[src/rtl/paraseri.sv]
// -----------------------------------------------------------------------------
// paraseri -- parallel-to-serial transmitter, MSB first.
//
// A WIDTH-bit word on pd is accepted on a rising edge where ld=1 and rdy=1.
// Its bits then appear on so, one per cycle, starting in the cycle after the
// accepting edge. ena is high for exactly those WIDTH cycles. done pulses for
// one cycle after the last bit of each word.
//
// Ports:
//   clk  in   1      clock; all state changes on the rising edge
//   res  in   1      reset, synchronous, active-low
//   ld   in   1      load request
//   pd   in   WIDTH  parallel data, sampled only on an accepting edge
//   so   out  1      serial data (0 while idle)
//   ena  out  1      bit-valid, high exactly while so carries a data bit
//   rdy  out  1      a word can be accepted on the coming edge
//   done out  1      one-cycle pulse after the last bit of a word
//
// Optional feature: define PARASERI_DBUF_EN to add a one-word holding register
// (hold/pend). Words then follow each other with no idle gap. rdy becomes
// ~pend in every state. Without the macro there is no hold/pend logic, and
// rdy is high only in IDLE. That leaves at least one idle cycle between words.
//
// All outputs come straight from flops. Each flop is loaded with the value
// its output must show in the next cycle.
// -----------------------------------------------------------------------------
module paraseri #(
    parameter int WIDTH = 4
) (
    input  logic             clk,
    input  logic             res,
    input  logic             ld,
    input  logic [WIDTH-1:0] pd,
    output logic             so,
    output logic             ena,
    output logic             rdy,
    output logic             done
);

    localparam int CW = (WIDTH > 1) ? $clog2(WIDTH) : 1;
    localparam logic [CW-1:0] CNT_LAST = CW'(WIDTH - 1);

    typedef enum logic [0:0] {
        IDLE  = 1'b0,
        SHIFT = 1'b1
    } state_t;

    state_t           state_q, state_d;
    logic [WIDTH-1:0] sreg_q, sreg_d;
    logic [CW-1:0]    cnt_q, cnt_d;
    logic             so_q, so_d;
    logic             ena_q, ena_d;
    logic             rdy_q, rdy_d;
    logic             done_q, done_d;
    logic             accept_s;
`ifdef PARASERI_DBUF_EN
    logic [WIDTH-1:0] hold_q, hold_d;
    logic             pend_q, pend_d;
`endif

    assign accept_s = ld & rdy_q;

    // Next-state logic for the sequencer, including the registered output values.
    always_comb begin
        state_d = state_q;
        sreg_d  = sreg_q;
        cnt_d   = cnt_q;
        done_d  = 1'b0;
`ifdef PARASERI_DBUF_EN
        hold_d  = hold_q;
        pend_d  = pend_q;
`endif
        case (state_q)
            IDLE: begin
                if (accept_s) begin
                    sreg_d  = pd;
                    cnt_d   = CNT_LAST;
                    state_d = SHIFT;
                end else begin
                    sreg_d  = sreg_q;
                end
            end
            SHIFT: begin
                if (cnt_q != {CW{1'b0}}) begin
                    sreg_d = {sreg_q[WIDTH-2:0], 1'b0};
                    cnt_d  = cnt_q - CW'(1);
`ifdef PARASERI_DBUF_EN
                    // Park the next word until the current one finishes.
                    if (accept_s) begin
                        hold_d = pd;
                        pend_d = 1'b1;
                    end else begin
                        hold_d = hold_q;
                    end
`endif
                end else begin
                    done_d = 1'b1;
`ifdef PARASERI_DBUF_EN
                    // Chain the parked word, or a fresh one, with no gap.
                    if (pend_q) begin
                        sreg_d = hold_q;
                        pend_d = 1'b0;
                        cnt_d  = CNT_LAST;
                    end else if (accept_s) begin
                        sreg_d = pd;
                        cnt_d  = CNT_LAST;
                    end else begin
                        state_d = IDLE;
                    end
`else
                    state_d = IDLE;
`endif
                end
            end
            default: begin
                state_d = IDLE;
            end
        endcase

        ena_d = (state_d == SHIFT);
        so_d  = ena_d ? sreg_d[WIDTH-1] : 1'b0;
`ifdef PARASERI_DBUF_EN
        rdy_d = ~pend_d;
`else
        rdy_d = (state_d == IDLE);
`endif
    end

    // State and output registers, with synchronous active-low reset.
    always_ff @(posedge clk) begin
        if (!res) begin
            state_q <= IDLE;
            sreg_q  <= {WIDTH{1'b0}};
            cnt_q   <= {CW{1'b0}};
            so_q    <= 1'b0;
            ena_q   <= 1'b0;
            rdy_q   <= 1'b1;
            done_q  <= 1'b0;
`ifdef PARASERI_DBUF_EN
            hold_q  <= {WIDTH{1'b0}};
            pend_q  <= 1'b0;
`endif
        end else begin
            state_q <= state_d;
            sreg_q  <= sreg_d;
            cnt_q   <= cnt_d;
            so_q    <= so_d;
            ena_q   <= ena_d;
            rdy_q   <= rdy_d;
            done_q  <= done_d;
`ifdef PARASERI_DBUF_EN
            hold_q  <= hold_d;
            pend_q  <= pend_d;
`endif
        end
    end

    assign so   = so_q;
    assign ena  = ena_q;
    assign rdy  = rdy_q;
    assign done = done_q;

endmodule

[config.mk]
export PLATFORM = sky130hd
export DESIGN_NAME = paraseri
export DESIGN_NICKNAME = d
export VERILOG_FILES = /design/src/rtl/paraseri.sv
export SDC_FILE = /design/constraint.sdc
export NUM_CORES = 1
export LEC_CHECK = 0
export CAP_MARGIN = 20
export CORE_AREA = 4 4 41 43
export DETAILED_ROUTE_END_ITERATION = 6
export DIE_AREA = 0 0 45 47
export DONT_BUFFER_PORTS = 1
export PLACE_DENSITY_LB_ADDON = 0.08
export RECOVER_POWER = 100
export SLEW_MARGIN = 5
export SYNTH_ARGS = -nofsm -noshare
export SYNTH_HDL_FRONTEND = slang
export SYNTH_SLANG_ARGS = --single-unit
export TNS_END_PERCENT = 100
[constraint.sdc]
create_clock -name clk -period 1.51 [get_ports clk]
set_input_delay 0.302 -clock clk [delete_from_list [all_inputs] [get_ports clk]]
set_output_delay 0.302 -clock clk [all_outputs]
set_load 0.01 [all_outputs]
==> results.md <==
- Status: finished, final reports clean
- CP max-delay cell: dfxtp_1
- Die Wd: 45 µm
- Switching Fraction: 26.0%
- Layout Cells excl Fill: between 50 and 60
- Max VDD drop: just under 0.6 mV
- Max clock buf depth: 2
- Fill cell count: 153
- GRT Total Usage: under 10%
- Syn Inst Count: 40
- Hold Crit Depth: 1
- Post-Syn Area: between 300 and 400 µm²
- Largest net degree at the start of global routing: 10
- Drt pass-1 iters: 4
- Area delta synth->final: 7.79%
- Yosys reg bits: 9
- LEAKAGE: 0.162 nW
- FMAX: around 0.82 GHz
- Tmin final: 1220 ps
- Fin Clk Skew: roughly 5.6 ps
- Setup CP Type: flip-flop to flip-flop
- Met3 usage: 6.13%
- Clock slew at reported path FFs: about 60 ps
- CP Launch Type: flip-flop
- Die Ht: roughly 47 µm
- Final setup fails: 0
- Core area: about 1300 µm²
- Post-synth top area share: between 40% and 50%
- Met1 Usage GRT: under 10%
- Int Pwr: 402 µW
- Leading area contributor after synthesis: dfxtp_1
- Delay-heaviest family, CP: simple AND/OR/NAND/NOR gates
- RSZ-0062 raised after global routing: no
- Setup TNS: 0 ps
- Post-place setup slack: roughly 290 ps
- Worst hold slack: 117 ps
- Post-Route WL: 714 µm
- Per-cell routed wire length: 12.5 µm
- Pins over their slew limit: 0
- Die area: roughly 2100 µm²
- Placed Area: between 300 and 400 µm²
- Most frequent cells in the layout: dfxtp_1 (9), nor2b_1 (5), clkbuf_4 (3)
- Fraction of layout cells with a size suffix above 1: approximately 7%
- DRC Markers: 0
- CTS tree: done
- Hold Path Class: input pin to flip-flop
- CP Capture Type: flip-flop
- Register area share after synthesis: a little under half
- Gr ovfl total: 0
- Critical-path cell list: inv_1, ha_1, or2b_1, o221ai_1, nor2_1
- Commonest non-fill, non-tap cell in the layout: dfxtp_1
- Placed Instances: 53
- CTS HTree Levels: 1
- Clock power frac: ~34%
- Syn Area/Cell: a little under 10 µm²
- NetSw: roughly 140 µW
- Synth top area cells: dfxtp_1 (47%), nor2b_1 (8.1%), ha_1 (6.5%), o221ai_1 (4.5%), a21boi_0 (3.9%)
- Tcrit/Tclk final: 80.9%
- DP HPWL: 542 µm
- Worst endpoint required time: between 1500 and 2000 ps
- FF-to-FF setup slack: ~290 ps
- Cts hold-fix bufs: 0
- Clk sinks: 9
- Root buffer cell: clkbuf_4
- Most crowded layer after global routing: met2
- Initial antenna violation count: 0
- Global-route wire length before repair: about 1200 µm
- GR met2 Demand/Resource: around an eighth
- Sequential power share: 51.8%
- Synthesized Nets: between 40 and 50
- Routed Antenna Nets: 0
- PD cells: approximately 1300 nW/µm²
- Final Cell Area: between 400 and 500 µm²
- Hold Crit Endpoint: rdy
- Final Hold Viols: 0
- Fin nets: 52
- Worst slew pin tran: roughly 270 ps
- Relative slew margins: 81.7%
- Initial DRC count: 4
- Reg2reg start: cnt_q[0]
- Initial Util: around 30%
- Hold Startpoint: res
- # IOs: 11
- CP max FO: 6
- Combinational power share: 14.7%
- Row Count: 13
- Vias/cell: approximately 5.2
- Number of global-route vias before repair: 258
- TritonCTS buffer count: 3
- Post-cts resize count: 0
- Worst r2r dst: sreg_q[1]
- Diode count: 0
- R2R depth: 5
- Largest stage delay on the critical path: roughly 300 ps
- Worst EP arrival: 1370 ps
- Via count: slightly below 300
- Placer Congestion: roughly 0.73
- Unique masters post-synth: 20
- Setup WS post-layout: around 290 ps
- Setup bufs post-CTS: 0
- Synthesis Warnings: 0
- Clk_lat worst skew: between 200 and 300 ps
- MaxCap Viol Count: 0
- Port bufs: 0
- Critical path buffers and inverters: 1
## per-stage QoR
step	power, mW	utilization (%)
6_report	0.543	31.9
3_5_place_dp	0.370	29.9
4_1_cts	0.555	31.9
5_1_grt	0.578	31.9
3_3_place_gp	0.366	29.9
2_1_floorplan	0.359	-
## cells by family after synthesis
group	Yosys count	synth area share, %
DFF	9	46.8
buffers and inverters	4	5.84
AOI/OAI and AO/OA	9	17.2
adders and majority gates	2	6.49
and+or+nand+nor	16	23.7
## worst max path at each step
stage	from	endpoint	slack, ps	cells past startpoint
after detailed placement	cnt_q[0]	sreg_q[1]	290	5
final	cnt_q[0]	sreg_q[1]	290	5
after global placement	cnt_q[0]	sreg_q[1]	320	5
after floorplan	ena	cnt_q[1]	370	3
after CTS	cnt_q[0]	sreg_q[1]	270	5
after global routing	cnt_q[1]	sreg_q[1]	160	5
## Yosys cell counts
master,count
nor3_1,2
a22oi_1,1
nand3_1,1
ha_1,2
and3_1,1
o221ai_1,2
nand2_1,2
dfxtp_1,9
a21boi_0,2
clkbuf_1,1
buf_6,1
or2b_1,1
a31oi_1,1
nor2b_1,5
nor2_1,2
o21ai_0,2
nand3b_1,1
and3b_1,1
o311a_1,1
inv_1,2
## final cells by class
type | count | area, µm² | share of cell area (%)
flip-flops and latches | 9 | 180 | 43.4
clock buffers | 4 | 26.3 | 6.33
well taps | 15 | 18.8 | 4.52
multi-input cells | 27 | 183 | 44.0
inverters | 2 | 7.51 | 1.81
## layer usage
metal / routed length [µm] / vias up
li1: - / 145
met1: 285 / 137
met2: 346 / 10
met3: 74 / 2
met4: 8 / 0
met5: 0 / -
## sequential cells by signal (all words and copies together), names as in the netlist
signal	cells
done	1
so	1
ena	1
cnt_q	2
rdy	1
sreg_q	3
## power by group through the flow
stage          Sequential (mW)  Combinational, mW  Clock (mW)
2_1_floorplan            0.283             0.0758           0
6_report                 0.281             0.0799       0.182
4_1_cts                  0.282             0.0828       0.190
3_3_place_gp             0.286             0.0797           0
3_5_place_dp             0.287             0.0830           0
5_1_grt                  0.284             0.0943       0.199
Power figures use the tool's default switching activity.
